$ cat src/rtl/tx_mux_serial.sv
// rtl/tx_mux_serial.sv - four-lane TDM byte multiplexer onto an MSB-first serial stream with comma sync.
// Optional byte counter on tx_count is built when TX_BYTECNT_EN is defined.
module tx_mux_serial #(
  parameter logic [7:0] COMMA      = 8'hBC,
  parameter int         SYNC_BYTES = 4
) (
  input  logic        clk_32f,
  input  logic        reset,
  input  logic [7:0]  in0,
  input  logic [7:0]  in1,
  input  logic [7:0]  in2,
  input  logic [7:0]  in3,
  input  logic        valid_in0,
  input  logic        valid_in1,
  input  logic        valid_in2,
  input  logic        valid_in3,
  output logic        ready_in0,
  output logic        ready_in1,
  output logic        ready_in2,
  output logic        ready_in3,
  output logic        data_out,
  output logic        byte_start,
  output logic [1:0]  slot_lane,
  output logic        active,
  output logic        comma_collision,
  output logic [15:0] tx_count
);

  localparam logic [0:0] ST_SYNC = 1'b0;
  localparam logic [0:0] ST_DATA = 1'b1;
  localparam logic [3:0] SYNC_LAST = 4'(SYNC_BYTES - 1);

  logic [7:0]       shreg_q, shreg_d;
  logic [2:0]       bit_cnt_q;
  logic [0:0]       state_q, state_d;
  logic [3:0]       sync_cnt_q, sync_cnt_d;
  logic [1:0]       lane_q, cur_lane_q;
  logic [3:0]       full_q, full_d;
  logic [3:0][7:0]  hold_q, hold_d;
  logic             collision_q, collision_d;

  logic [3:0][7:0]  in_w;
  logic [3:0]       valid_w, ready_w, accept_w, unload_w, slot_hit_w;
  logic             boundary, sync_done, load_slot, slot_has_data;
  logic [7:0]       slot_byte;

  assign in_w    = {in3, in2, in1, in0};
  assign valid_w = {valid_in3, valid_in2, valid_in1, valid_in0};

  assign boundary  = (bit_cnt_q == 3'd7);
  assign sync_done = (state_q == ST_SYNC) && boundary && (sync_cnt_q == SYNC_LAST);
  // The boundary that ends the last sync comma already loads the lane 0 slot.
  assign load_slot = boundary && ((state_q == ST_DATA) || sync_done);

  always_comb begin
    for (int n = 0; n < 4; n++) begin
      slot_hit_w[n] = load_slot && (lane_q == 2'(n));
      unload_w[n]   = slot_hit_w[n] && full_q[n];
      ready_w[n]    = !full_q[n] || unload_w[n];
      accept_w[n]   = valid_w[n] && ready_w[n] && !reset;
    end
  end

  assign ready_in0 = ready_w[0];
  assign ready_in1 = ready_w[1];
  assign ready_in2 = ready_w[2];
  assign ready_in3 = ready_w[3];

  // An empty lane accepting at its own boundary bypasses the holding register.
  always_comb begin
    slot_byte     = COMMA;
    slot_has_data = 1'b0;
    if (full_q[lane_q]) begin
      slot_byte     = hold_q[lane_q];
      slot_has_data = 1'b1;
    end else if (accept_w[lane_q]) begin
      slot_byte     = in_w[lane_q];
      slot_has_data = 1'b1;
    end
  end

  always_comb begin
    full_d      = full_q;
    hold_d      = hold_q;
    collision_d = collision_q;
    for (int n = 0; n < 4; n++) begin
      if (accept_w[n] && !(slot_hit_w[n] && !full_q[n])) begin
        hold_d[n] = in_w[n];
        full_d[n] = 1'b1;
      end else if (unload_w[n]) begin
        full_d[n] = 1'b0;
      end
      if (accept_w[n] && (in_w[n] == COMMA)) collision_d = 1'b1;
    end
  end

  always_comb begin
    shreg_d    = {shreg_q[6:0], 1'b0};
    state_d    = state_q;
    sync_cnt_d = sync_cnt_q;
    if (boundary) begin
      shreg_d = load_slot ? slot_byte : COMMA;
      if (state_q == ST_SYNC) sync_cnt_d = sync_cnt_q + 4'd1;
      if (sync_done) state_d = ST_DATA;
    end
  end

  always_ff @(posedge clk_32f) begin
    if (reset) begin
      shreg_q     <= COMMA;
      bit_cnt_q   <= 3'd0;
      state_q     <= ST_SYNC;
      sync_cnt_q  <= 4'd0;
      lane_q      <= 2'd0;
      cur_lane_q  <= 2'd0;
      full_q      <= 4'b0000;
      hold_q      <= '0;
      collision_q <= 1'b0;
    end else begin
      shreg_q     <= shreg_d;
      bit_cnt_q   <= bit_cnt_q + 3'd1;
      state_q     <= state_d;
      sync_cnt_q  <= sync_cnt_d;
      full_q      <= full_d;
      hold_q      <= hold_d;
      collision_q <= collision_d;
      if (load_slot) begin
        lane_q     <= lane_q + 2'd1;
        cur_lane_q <= lane_q;
      end
    end
  end

`ifdef TX_BYTECNT_EN
  logic [15:0] tx_count_q;

  always_ff @(posedge clk_32f) begin
    if (reset) begin
      tx_count_q <= 16'h0000;
    end else if (load_slot && slot_has_data) begin
      tx_count_q <= tx_count_q + 16'h0001;
    end
  end

  assign tx_count = tx_count_q;
`else
  assign tx_count = 16'h0000;
`endif

  assign data_out        = shreg_q[7];
  assign byte_start      = (bit_cnt_q == 3'd0);
  assign slot_lane       = cur_lane_q;
  assign active          = (state_q == ST_DATA);
  assign comma_collision = collision_q;

endmodule

$ cat config.mk
export PLATFORM = sky130hd
export DESIGN_NAME = tx_mux_serial
export DESIGN_NICKNAME = d
export VERILOG_FILES = /design/src/rtl/tx_mux_serial.sv
export SDC_FILE = /design/constraint.sdc
export NUM_CORES = 1
export LEC_CHECK = 0
export ABC_AREA = 1
export CAP_MARGIN = 0
export CORE_MARGIN = 8
export CORE_UTILIZATION = 51
export DETAILED_ROUTE_END_ITERATION = 10
export GPL_ROUTABILITY_DRIVEN = 0
export GPL_TIMING_DRIVEN = 1
export PLACE_DENSITY = 0.92
export SYNTH_ARGS = -nofsm -noshare
export SYNTH_HDL_FRONTEND = slang
export SYNTH_SLANG_ARGS = --single-unit
export TNS_END_PERCENT = 5
$ cat constraint.sdc
create_clock -name clk_32f -period 2.4 [get_ports clk_32f]
set_input_delay 0.48 -clock clk_32f [delete_from_list [all_inputs] [get_ports clk_32f]]
set_output_delay 0.48 -clock clk_32f [all_outputs]
set_load 0.03 [all_outputs]
Word-level counts from Yosys, hierarchy flattened

Index checks and enable logic that the tools add are counted.
Widths: inputs -> output; s select.

Reductions and logical operators: 55
$lt $le $gt $ge: 1
Mux-type cells: 24
$mul: 0
Add/subtract/negate cells: 3
Eq/ne operators: 9
Div/mod/pow operators: 0
Bitwise operators: 3
Shift operators: 0

Operators by type and width:

| operator            | number |
|---|---|
| $mux 8              | 6 |
| $bmux 8 s2          | 2 |
| $eq 8x8->1 const B  | 4 |
| $logic_and 1x1->1   | 31 |
| $mux 1              | 14 |
| $logic_not 1->1     | 9 |
| $reduce_bool 2->1   | 4 |
| $logic_or 1x1->1    | 5 |
| $add 4x1->4 const B | 1 |
| $bmux 1 s2          | 2 |
| $eq 2x2->1 const B  | 2 |
| $eq 4x2->1 const B  | 1 |
| $reduce_and 2->1    | 2 |
| $reduce_bool 4->1   | 1 |
| $add 3x1->3 const B | 1 |
| $eq 3x3->1 const B  | 1 |
| $logic_not 3->1     | 1 |
| $lt 2x3->1 const B  | 1 |
| $not 1->1           | 3 |
| $reduce_or 3->1     | 1 |
| $add 2x1->2 const B | 1 |
| $eq 2x1->1 const B  | 1 |
| $logic_not 2->1     | 1 |

RAM bits: 0
Bits in read-only memories: 0
Output and inout port bits: 26
Bits in latches: 0
Register bits after elaboration: 57
Memories kept: 0
Logic and storage cells: 111
Input bits: 38

Longest topological paths before layout

Depth in word-level cells: 16
Mapped depth: 13
Depth with buffers taken out: 12

Worst setup path after synthesis

No wires, ideal clock.

Path type: flip-flop to flip-flop
Start point: register lane_q[1]
End point: register hold_q[3] (netlist bit)
Setup slack: 535 ps
Buffers on the path: 2
Stages on the path, launching flop included: 10
Library setup time: 119 ps
Required time: 2281 ps
Period minus slack after synthesis: 1865 ps
Arrival time: 1746 ps
Cell sequence: dfxtp_1 clkinv_1 clkbuf_1 ha_1 nand2_2 nand2_2 nand3_2 buf_2 o21ai_0 a21oi_1

Cells in the longest elaborated chain, start to end: 7
Elaborated cells between the ends (all ways): 9
Classes of those cells: reduce/logical (9)

RTL lines:

| what                            | RTL line | source |
|---|---|---|
| start, declared                 | 37       | `logic [1:0] lane_q, cur_lane_q;` |
| start signal, assigned          | 128      | `lane_q <= lane_q + 2'd1;` |
| $logic_not 2->1                 | 57       | `slot_hit_w[n] = load_slot && (lane_q == 2'(n));` |
| $logic_and 1x1->1               | 57       |  |
| $logic_and 1x1->1               | 58       | `unload_w[n] = slot_hit_w[n] && full_q[n];` |
| $logic_or 1x1->1                | 59       | `ready_w[n] = !full_q[n] \|\| unload_w[n];` |
| net ready_in0                   | 17       | `output logic ready_in0,` |
| $logic_and 1x1->1 (2 in series) | 60       | `accept_w[n] = valid_w[n] && ready_w[n] && !reset;` |
| $logic_and 1x1->1               | 87       | `if (accept_w[n] && !(slot_hit_w[n] && !full_q[n])) begin` |
| end signal, assigned            | 125      | `hold_q <= hold_d;` |
| end, declared                   | 39       | `logic [3:0][7:0] hold_q, hold_d;` |

The timed path passes the listed nets, and every way through them passes these cells.
A chain may end at the register's enable or synchronous reset.

Worst setup path in the final report

Start point: register bit_cnt_q[0]
End point: output ready_in3

Cells in the longest elaborated chain, start to end: 8

RTL lines:

| what                            | RTL line | source |
|---|---|---|
| start, declared                 | 34       | `logic [2:0] bit_cnt_q;` |
| start signal, assigned          | 121      | `bit_cnt_q <= bit_cnt_q + 3'd1;` |
| $eq 3x3->1 (*)                  | 50       | `assign boundary = (bit_cnt_q == 3'd7);` |
| $logic_and 1x1->1 (2 in series) | 51       | `assign sync_done = (state_q == ST_SYNC) && boundary && (sync_cnt_q == SYNC_LAST);` |
| $logic_or 1x1->1                | 53       | `assign load_slot = boundary && ((state_q == ST_DATA) \|\| sync_done);` |
| $logic_and 1x1->1 (*)           | 53       |  |
| $logic_and 1x1->1 (*)           | 57       |  |
| $logic_and 1x1->1 (*)           | 58       |  |
| $logic_or 1x1->1 (*)            | 59       |  |
| end, declared                   | 20       | `output logic ready_in3,` |

Every way passes the cells marked *; elsewhere a longest branch is shown, timed or not.

==> flow_summary_export.csv <==
group,metric,value,unit
status,status,"complete, no violations",
sta,grt_setup_unrepaired,"true",
clock_network,cts_tree,"done",
floorplan,die_w,94,microns
layout,antennaDiodeCount,0,
worst_setup_path,regToRegEndpoint,"hold_q[25]$_SDFFE_PP0P_",
synth,ys.flop_type,"dfxtp_1",
worst_setup_path,path_buf_inv,3,
placement,hpwl,6450,microns
worst_setup_path,cp_num_cells,8,
worst_setup_path,crit_end,"ready_in3",
synth,synthCells,432,
min_path,hp-class,"reg -> reg",
clock_network,cts.clk_slew.worst_paths,0.07,ns
worst_setup_path,path_cells,"ha_1 -> ha_2 -> inv_1 -> a21oi_4 -> buf_6 -> nand2_1 -> nand2_2 -> buf_6",
global_route,grt_pass1_wl,14100,microns
synth,ys_types,37,
synth,synth_top_area_cell,"dfxtp_1",
global_route,grt.overflow.total,0,
worst_setup_path,cp-end-kind,"output pin",
sta,final-max-slew-violation-count,0,
layout,nFillCells,523,
detailed_routing,post_drt_wl_per_cell,15.4,microns
power_and_ir_drop,p_leak,1.57,nW
global_route,antenna_found_initial,0,
detailed_routing,first_pass_iters,5,
detailed_routing,drt_wl_total,8650,microns
floorplan,core,0.00589,sq mm
sta,fin_worst_skew,0.00681,ns
sta,max_freq,429,MHz
synth,netlist_area,0.00310,sq mm
synth,ys_ff_latch,57,
worst_setup_path,crit_fanout,8,
clock_network,numCtsBuffers,9,
detailed_routing,viasPerCell,5.55,
sta,slew_headroom,0.584,
global_route,grt_util_met2,0.334,
worst_setup_path,path_delay_family,"buffers and inverters",
worst_setup_path,start_kind,"flip-flop",
worst_setup_path,crit_slowest_cell,"dfxtp_2",
worst_setup_path,reg2reg_depth,12,
worst_setup_path,cpMostUsedCell,"buf_6",
power_and_ir_drop,max-vdd-ir-drop,0.000432,V
worst_setup_path,critPathLaunch,"bit_cnt_q[0]$_SDFF_PP0_",
sta,post-route-min-period,2.33,ns
global_route,grt_max_degree,32,
synth,yosysWarnings,0,
sta,finalHoldViolCount,0,
layout,drive_gt1_frac,0.138,
synth,syn_area_per_cell,7.18,sq um
worst_setup_path,r2r_setup_slack,0.19,ns
worst_setup_path,arrival,1.85,ns
synth,synth.top_cell.area_share,0.368,
clock_network,cts_hold_buf,0,
synth,synth_area_leaders,"dfxtp_1 37%, a21oi_1 9.2%, o21ai_0 7.3%",
clock_network,clkLatencyLatePin,0.34,ns
layout,fin_cells,562,
placement,io_buffer_count,47,
detailed_routing,vias,3120,
synth,async_reset_ff_frac,0,
synth,yosysMostFrequentCell,"nand2_1",
layout,fin_util,0.645,
synth,seq_area_frac_synth,0.368,
clock_network,root_buffer,"clkbuf_8",
global_route,track_usage,0.201,
detailed_routing,drt.antenna.violating_nets,0,
synth,synth_commonest_cells,"58 x nand2_1, 57 x a21oi_1, 57 x dfxtp_1",
placement,dp.cells,546,
floorplan,initial_utilization,0.527,
global_route,gr-max-usage-layer,"met2",
floorplan,die_h,94,microns
clock_network,htree_levels,3,
clock_network,cts_setup_buffers,0,
synth,synth-edff-count,0,
sta,tightest_slew,0.623,ns
detailed_routing,first_iter_violations,336,
layout,nNetsFinal,528,
power_and_ir_drop,powerDensity,603,mW/mm^2
sta,fin_crit_sh,0.970,
clock_network,cts_max_path_buffers,2,
detailed_routing,drc,0,
global_route,grt_pass1_vias,3033,
worst_setup_path,critPathMaxStageDelay,0.34,ns
sta,setup_violations,0,
worst_setup_path,rr_startpoint,"bit_cnt_q[0]$_SDFF_PP0_",
clock_network,cts_sinks,57,
worst_setup_path,crit_type,"reg -> out",
run,drv_cap,0,
floorplan,dieArea,0.00884,sq mm
global_route,grt_util_met3,0.0743,
layout,syn_to_final_growth,22.3,%
floorplan,io_pins,64,
floorplan,rows,28,
worst_setup_path,cp.required,1.92,ns
global_route,grtUsageMet1,0.228,
## metrics by stage
stage               setup WS, ns  hold WS (ns)  TNS, ns  cell area (sq um)  total power [mW]
floorplan                  0.535         0.403        0               3160              1.29
global placement          0.0888         0.407        0               3600              1.40
detailed placement       0.00929         0.415        0               3600              1.41
CTS                      -0.0364         0.427  -0.0364               3800              2.29
global route             -0.0189         0.455  -0.0265               3790              2.39
finish                    0.0712         0.423        0               3790              2.29
## flip-flops by register name (all words and copies together) (netlist names)
signal	cells
full_q	4
shreg_q	8
slot_lane	2
hold_q	32
lane_q	2
bit_cnt_q	3
comma_collision	1
active	1
sync_cnt_q	4
## cells by family after synthesis
group	share of synthesized area
compound gates	0.256
xor+xnor	0.00282
fa+ha+maj	0.0323
buf+inv	0.139
flops	0.368
other cells	0.00121
simple gates	0.201
## placed cells by master (no fill, tap or decap), types with 3 or more instances in the layout
master | Yosys | layout
o21ai_0 | 45 | 45
nand2_2 | 11 | 11
o31ai_1 | 6 | 6
nor2_1 | 29 | 29
ha_1 | 8 | 7
nand4_1 | 3 | 3
a21oi_1 | 57 | 57
o21ai_1 | 6 | 6
conb_1 | 1 | 16
o21ai_2 | 6 | 6
buf_4 | 17 | 13
clkdlybuf4s50_1 | 0 | 43
inv_2 | 3 | 3
clkbuf_8 | 0 | 10
a31oi_1 | 6 | 6
nand3_1 | 26 | 26
clkinv_2 | 0 | 4
nand2_1 | 58 | 58
dfxtp_1 | 57 | 55
inv_1 | 50 | 50
a32o_1 | 3 | 3
nor4_1 | 4 | 4
## cell type report
| class | instances | area, sq um | share of cell area |
|---|---|---|---|
| clock buffers | 10 | 138 | 0.0363 |
| clock inverters | 6 | 57.6 | 0.0152 |
| inverters | 54 | 203 | 0.0534 |
| multi-input cells | 299 | 1590 | 0.419 |
| flip-flops and latches | 57 | 1140 | 0.301 |
| well taps | 75 | 93.8 | 0.0247 |
| repair buffers | 61 | 568 | 0.150 |
## how the worst min path moves through the flow
stage                                  startpoint                       to  slack (ns)  cells past startpoint
after floorplan             shreg_q[0]$_SDFF_PP0_    shreg_q[1]$_SDFF_PP0_        0.40                      2
after global placement      shreg_q[0]$_SDFF_PP0_    shreg_q[1]$_SDFF_PP0_        0.41                      2
after detailed placement    shreg_q[0]$_SDFF_PP0_    shreg_q[1]$_SDFF_PP0_        0.42                      2
after CTS                   shreg_q[5]$_SDFF_PP1_    shreg_q[6]$_SDFF_PP0_        0.43                      2
after global routing      bit_cnt_q[0]$_SDFF_PP0_  bit_cnt_q[0]$_SDFF_PP0_        0.46                      1
final                     bit_cnt_q[0]$_SDFF_PP0_  bit_cnt_q[0]$_SDFF_PP0_        0.42                      1
## power by group
part	internal, mW	total (mW)	switching (mW)	leakage (nW)
Clock	0.499	0.891	0.392	0.102
Sequential	1.00	1.03	0.0270	0.469
Combinational	0.139	0.365	0.225	1.00
Total	1.64	2.29	0.644	1.57
## what timing repair did
action | CTS | global route
gates cloned | 0 | 0
setup endpoints to repair | 3 | 5
resized for setup | 8 | 11
## metal layers
layer  vias to the layer above  part of all wire
li1                       1505                 -
met3                        20             0.098
met5                         -                 0
met2                       159              0.49
met1                      1436              0.39
met4                         0             0.019
## worst reg2reg max path, stage by stage, from the launching register on
cell	delay [ns]
dfxtp_2	0.34
ha_1	0.16
ha_2	0.18
inv_1	0.08
a21oi_4	0.25
buf_6	0.15
nand2_1	0.08
nand2_2	0.11
nand2_1	0.08
nor2_2	0.13
o21ai_2	0.21
o21ai_0	0.25
a21oi_1	0.06
Power figures use the tool's default switching activity.
